--- src/rtl/ws2812_pkg.sv ---
// Shared types and default timing for the WS2812/SK6812 strip driver.
// Timing constants assume a 50 MHz clock.
package ws2812_pkg;

    typedef enum logic [1:0] {IDLE, SEND, WAIT, LATCH} state_t;

    localparam int BPP_GRB  = 24;
    localparam int BPP_GRBW = 32;

    localparam int T0H_50M   = 20;
    localparam int T1H_50M   = 40;
    localparam int TBIT_50M  = 63;
    localparam int RESET_50M = 2500;

    function automatic int max2(input int a, input int b);
        return (a > b) ? a : b;
    endfunction

endpackage

--- src/rtl/ws2812_bit_timer.sv ---
// Generates one NRZ bit: high for T0H/T1H cycles, low for the rest of TBIT.
// last_cyc marks the final cycle of the bit so the next one can start seamlessly.
module ws2812_bit_timer #(
    parameter int T0H_CYC  = 20,
    parameter int T1H_CYC  = 40,
    parameter int TBIT_CYC = 63
) (
    input  logic clk,
    input  logic rst,
    input  logic start,
    input  logic bit_val,
    output logic dout,
    output logic last_cyc
);

    localparam int CW = $clog2(TBIT_CYC + 1);
    localparam logic [CW-1:0] T0H     = CW'(T0H_CYC);
    localparam logic [CW-1:0] T1H     = CW'(T1H_CYC);
    localparam logic [CW-1:0] TBIT_M1 = CW'(TBIT_CYC - 1);

    logic [CW-1:0] cnt;
    logic [CW-1:0] cnt_nxt;
    logic [CW-1:0] hi_len;
    logic          running;

    assign cnt_nxt  = cnt + CW'(1);
    assign last_cyc = running && (cnt == TBIT_M1);

    // cnt counts cycles already spent in the bit; dout for the next cycle is
    // decided here so the pin is driven straight from a flop.
    always_ff @(posedge clk or negedge rst) begin
        if (!rst) begin
            running <= 1'b0;
            cnt     <= '0;
            hi_len  <= '0;
            dout    <= 1'b0;
        end else if (start) begin
            running <= 1'b1;
            cnt     <= '0;
            hi_len  <= bit_val ? T1H : T0H;
            dout    <= 1'b1;
        end else if (running) begin
            if (last_cyc) begin
                running <= 1'b0;
                dout    <= 1'b0;
            end else begin
                cnt  <= cnt_nxt;
                dout <= (cnt_nxt < hi_len);
            end
        end
    end

endmodule

--- src/rtl/ws2812_strip_driver.sv ---
// Streams a frame of BPP-bit pixels MSB-first onto a WS2812 NRZ line,
// then holds the line low for the latch gap.
module ws2812_strip_driver
    import ws2812_pkg::*;
#(
    parameter int BPP       = BPP_GRB,
    parameter int NUM_LEDS  = 60,
    parameter int T0H_CYC   = T0H_50M,
    parameter int T1H_CYC   = T1H_50M,
    parameter int TBIT_CYC  = TBIT_50M,
    parameter int RESET_CYC = RESET_50M
) (
    input  logic           clk,
    input  logic           rst,
    input  logic [BPP-1:0] pix_data,
    input  logic           pix_valid,
    input  logic           pix_last,
    output logic           pix_ready,
    output logic           dout,
    output logic           busy,
    output logic           underrun
);

    localparam int PW = $clog2(NUM_LEDS + 1);
    localparam int BW = $clog2(BPP);
    localparam int GW = $clog2(max2(TBIT_CYC, RESET_CYC) + 1);
    localparam logic [PW-1:0] LEDS_MAX = PW'(NUM_LEDS);
    localparam logic [BW-1:0] BIT_LAST = BW'(BPP - 1);
    localparam logic [GW-1:0] GAP_M1   = GW'(RESET_CYC - 1);

    state_t        state, state_nxt;
    logic [BPP-2:0] shreg;
    logic          last_q;
    logic [BW-1:0] bit_cnt;
    logic [PW-1:0] pix_cnt;
    logic [GW-1:0] gap_cnt;
    logic          rdy_en;
    logic          xfer;
    logic          bit_done;
    logic          last_bit;
    logic          frame_end;
    logic          gap_end;
    logic          next_bit;
    logic          und_set;
    logic          tmr_start;
    logic          tmr_bit;

    assign last_bit  = (bit_cnt == BIT_LAST);
    assign frame_end = last_q || (pix_cnt == LEDS_MAX);
    assign gap_end   = (gap_cnt == GAP_M1);
    assign xfer      = pix_valid && pix_ready;

    // The MSB goes straight to the timer; shreg holds only the bits still to send.
    assign tmr_start = xfer || next_bit;
    assign tmr_bit   = xfer ? pix_data[BPP-1] : shreg[BPP-2];

    ws2812_bit_timer #(
        .T0H_CYC (T0H_CYC),
        .T1H_CYC (T1H_CYC),
        .TBIT_CYC(TBIT_CYC)
    ) u_timer (
        .clk     (clk),
        .rst     (rst),
        .start   (tmr_start),
        .bit_val (tmr_bit),
        .dout    (dout),
        .last_cyc(bit_done)
    );

    // Mid-frame, a new pixel is only taken in the very last cycle of the
    // current one so consecutive pixels butt up with no gap.
    always_comb begin
        pix_ready = 1'b0;
        case (state)
            IDLE:    pix_ready = rdy_en;
            SEND:    pix_ready = bit_done && last_bit && !frame_end;
            WAIT:    pix_ready = 1'b1;
            default: pix_ready = 1'b0;
        endcase
    end

    always_comb begin
        state_nxt = state;
        next_bit  = 1'b0;
        und_set   = 1'b0;
        case (state)
            IDLE: begin
                if (xfer) state_nxt = SEND;
            end
            SEND: begin
                if (bit_done) begin
                    if (!last_bit)
                        next_bit = 1'b1;
                    else if (!xfer)
                        state_nxt = frame_end ? LATCH : WAIT;
                end
            end
            WAIT: begin
                if (xfer) begin
                    state_nxt = SEND;
                end else if (gap_end) begin
                    und_set   = 1'b1;
                    state_nxt = LATCH;
                end
            end
            LATCH: begin
                if (gap_end) state_nxt = IDLE;
            end
            default: state_nxt = IDLE;
        endcase
    end

    always_ff @(posedge clk or negedge rst) begin
        if (!rst) begin
            state    <= IDLE;
            shreg    <= '0;
            last_q   <= 1'b0;
            bit_cnt  <= '0;
            pix_cnt  <= '0;
            gap_cnt  <= '0;
            rdy_en   <= 1'b0;
            busy     <= 1'b0;
            underrun <= 1'b0;
        end else begin
            state    <= state_nxt;
            rdy_en   <= 1'b1;
            underrun <= und_set;

            if (xfer) begin
                shreg   <= pix_data[BPP-2:0];
                last_q  <= pix_last;
                pix_cnt <= pix_cnt + PW'(1);
                bit_cnt <= '0;
                busy    <= 1'b1;
            end else if (next_bit) begin
                shreg   <= {shreg[BPP-3:0], 1'b0};
                bit_cnt <= bit_cnt + BW'(1);
            end

            // The gap counter restarts on every state change and only runs
            // in WAIT and LATCH.
            if (state_nxt != state)
                gap_cnt <= '0;
            else if (state == WAIT || state == LATCH)
                gap_cnt <= gap_cnt + GW'(1);

            if (state == LATCH && gap_end) begin
                busy    <= 1'b0;
                pix_cnt <= '0;
            end
        end
    end

endmodule

--- config.mk ---
export PLATFORM = sky130hd
export DESIGN_NAME = ws2812_strip_driver
export DESIGN_NICKNAME = d
export VERILOG_FILES = /design/src/rtl/ws2812_pkg.sv /design/src/rtl/ws2812_bit_timer.sv /design/src/rtl/ws2812_strip_driver.sv
export SDC_FILE = /design/constraint.sdc
export NUM_CORES = 1
export LEC_CHECK = 0
export BUFFER_PORTS_ARGS = -buffer_cell sky130_fd_sc_hd__buf_2
export CAP_MARGIN = 20
export CORE_UTILIZATION = 52
export DETAILED_ROUTE_END_ITERATION = 6
export GPL_TIMING_DRIVEN = 1
export PLACE_DENSITY_LB_ADDON = 0.05
export SYNTH_ARGS = -nofsm -noshare
export SYNTH_HDL_FRONTEND = slang
export SYNTH_HIERARCHICAL = 1
export SYNTH_SLANG_ARGS = --single-unit
--- constraint.sdc ---
create_clock -name clk -period 2.9 [get_ports clk]
set_clock_uncertainty 0.2 [all_clocks]
set_input_delay 0.435 -clock clk [delete_from_list [all_inputs] [get_ports clk]]
set_output_delay 0.435 -clock clk [all_outputs]
set_load 0.02 [all_outputs]
==> impl_metrics.toml <==
[timing]
fin_crit_sh = 0.949
tightest_slew_ns = 0.597
fmax_mhz = 363
relSlewSlack = 0.599
finalHoldViolCount = 0
rsz0062_at_grt = "false"
finalSetupTns_ns = 0
fin_ws_ns = 0.148
setup_violations = 0
slew_violations = 0
period_minus_slack_ns = 2.75

[cts]
numCtsBuffers = 9
cts_tree = "done"
clk_path_buf_depth = 2
cts_max_level = 3
cts_setup_buffers = 0
clockRootBuffer = "clkbuf_8"
clock-sinks = 62
clk_latency_ns = 0.34
clk_pin_slew_ns = 0.07

[synth]
yosys_warnings = 6
synth_area_um2 = 3440
synth-seq-cells = 62
synth.most_common_cell = "dfrtp_1"
yosys-top-cells-area = "dfrtp_1 45%, inv_1 5.5%, o221ai_1 4.6%"
synth_top_cell_area_share = 0.451
synthCells = 346
synth-main-ff-cell = "dfrtp_1"
syn_avg_cell_area_um2 = 9.94
ys_types = 58
syn_nets = 383
synth_seq_area_share = 0.451
synth_top_cell_by_area = "dfrtp_1"
ys_async_sr_fraction = 1.00
synth_edf_count = 0
synth_top_cells_by_count = "62 x dfrtp_1, 50 x inv_1, 33 x nand2_1, 23 x nor2_1, 18 x o221ai_1"

[place]
dpl_worst_slack_ns = 0.182
dp_hpwl_mm = 4.57
globalplace.congestion = 0.822
portBuffers = 31
place_area_um2 = 3700

[power]
power.internal_mw = 2.06
clkPwrFrac = 0.238
combPwrFrac = 0.305
powerDensity_nw_per_um2 = 809
finalPower_mw = 3.17
vdd_ir_drop_max_uv = 478
swShare = 0.351
p_leak_nw = 1.85
p_seq_frac = 0.457
switchingPower_mw = 1.11

[final_layout]
layout.nets = 421
regArea_um2 = 1550
area_growth_pct = 14.0
num_antenna_cells = 0
finalInstanceArea_um2 = 3920
drive_gt1_frac = 0.213
nFillCells = 553
multi_input_area_um2 = 1620

[floorplanning]
fp.dieH_um = 83.3
start_util = 0.539
die_w_um = 83.3
io_pins = 32
core-area_um2 = 6390
dieArea_um2 = 6950
placementRows = 29

[global_routing]
grt_usage = 0.214
grt_pass1_wl_mm = 11.8
antenna_found_initial = 0
grt_max_degree = 63
overflow = 0
grt_pass1_vias = 2564

[setup_path]
cp.arrival_ns = 2.12
end_kind = "output port"
crit_required_ns = 2.27
critPathMaxFanout = 5
critical_path_class = "register to output port"
start_kind = "register"

[drt]
dr.pass1.iters = 4
wire_per_inst_um = 14.1
ant_nets = 0
routed_wl_mm = 6.56
num_vias = 2545
drt-initial-drc-count = 145
drt-vias-per-instance = 5.46
drcViolationCount = 0

[status]
outcome = "finished, final reports clean"

[job]
maxCapViolCount = 0

[hold_path]
hold_class = "primary input to register"
==> critical path: stages, from the launching register on <==
cell      delay [ns]
dfrtp_1         0.42
inv_1           0.10
ha_2            0.22
nand3_4         0.11
nor2_4          0.16
nor3b_4         0.25
o211ai_4        0.16
a21oi_1         0.18
buf_2           0.18
==> per-stage QoR <==
stage / cells / utilization / hold slack (ns)
floorplan: 346 / - / -0.0606
global placement: 449 / 0.579 / 0.265
detailed placement: 449 / 0.579 / 0.272
CTS: 466 / 0.613 / 0.112
global route: 466 / 0.614 / 0.112
finish: 466 / 0.614 / 0.126
==> cell families (layout without fill, tap and decap cells) <==
logic type	after synthesis	in the layout	synth area share
AO/OA/AOI/OAI	61	61	0.152
buffers and inverters	65	108	0.0833
adder cells (fa/ha/maj)	9	9	0.0327
flip-flops	62	62	0.451
AND/OR/NAND/NOR	115	115	0.184
other	1	1	0.00109
XOR/XNOR	17	17	0.0433
multiplexers	16	16	0.0527
==> registers in the layout (all words and copies together), names as in the netlist, 2 cells and up <==
| register | cells |
|---|---|
| bit_cnt | 5 |
| gap_cnt | 12 |
| pix_cnt | 6 |
| shreg | 23 |
| state | 2 |
| u_timer/cnt | 6 |
| u_timer/hi_len | 2 |
==> routing by layer <==
metal / track usage / vias up / share of wire
met1: 0.289 / 1204 / 0.49
met3: 0.0447 / 13 / 0.032
met4: 0.0987 / 0 / 0.021
met5: 0 / - / 0
li1: - / 1283 / -
met2: 0.330 / 45 / 0.46
==> path summary, 6_finish.rpt <==
check | start | end | slack [ns] | cells past startpoint
worst max-delay path | u_timer/cnt[0] | pix_ready | 0.15 | 8
worst min-delay path | pix_last | last_q | 0.13 | 2
worst max register to register | u_timer/cnt[0] | u_timer/hi_len[3] | 0.34 | 10
worst min register to register | shreg[5] | shreg[6] | 0.28 | 2
max in group asynchronous | rst | u_timer/hi_len[4] | 1.81 | 3
min in group asynchronous | rst | shreg[12] | 0.42 | 3
==> power groups by stage <==
stage	clock network (mW)	logic, mW	registers [mW]
after floorplan	0	0.808	1.38
after global placement	0	0.930	1.45
after detailed placement	0	0.968	1.46
after CTS	0.781	0.978	1.45
after global routing	0.821	1.11	1.50
final	0.756	0.966	1.45
==> layout make-up <==
type / count / area share
well taps: 77 / 0.0246
flip-flops and latches: 62 / 0.396
inverters: 50 / 0.0479
clock buffers: 9 / 0.0316
clock inverters: 7 / 0.0188
repair buffers: 42 / 0.0676
multi-input cells: 219 / 0.414
==> repair_timing <==
| action | in CTS | in global routing |
|---|---|---|
| cloned | 0 | 0 |
| resized for setup | 2 | 2 |
| hold buffers | 1 | 0 |
| endpoints found under the hold margin | 62 | 0 |
| endpoints found under the setup margin | 1 | 1 |
==> cells in the final DEF, fill, tap and decap left out, types with 3 or more instances in the layout <==
master	n
o211ai_1	4
nand3_1	9
nand2b_1	4
xnor2_1	9
o21ai_0	7
and4_1	3
xor2_1	8
nor3_1	7
mux2_4	3
buf_2	31
o221ai_1	18
a21oi_1	8
clkbuf_8	9
dfrtp_1	62
nand4_1	11
o21a_1	3
mux2i_1	8
buf_4	8
o31ai_1	3
nor2_1	22
mux2_2	4
and3_1	3
ha_1	8
inv_1	50
nand2_1	33
(Power assumes the default switching activity.)
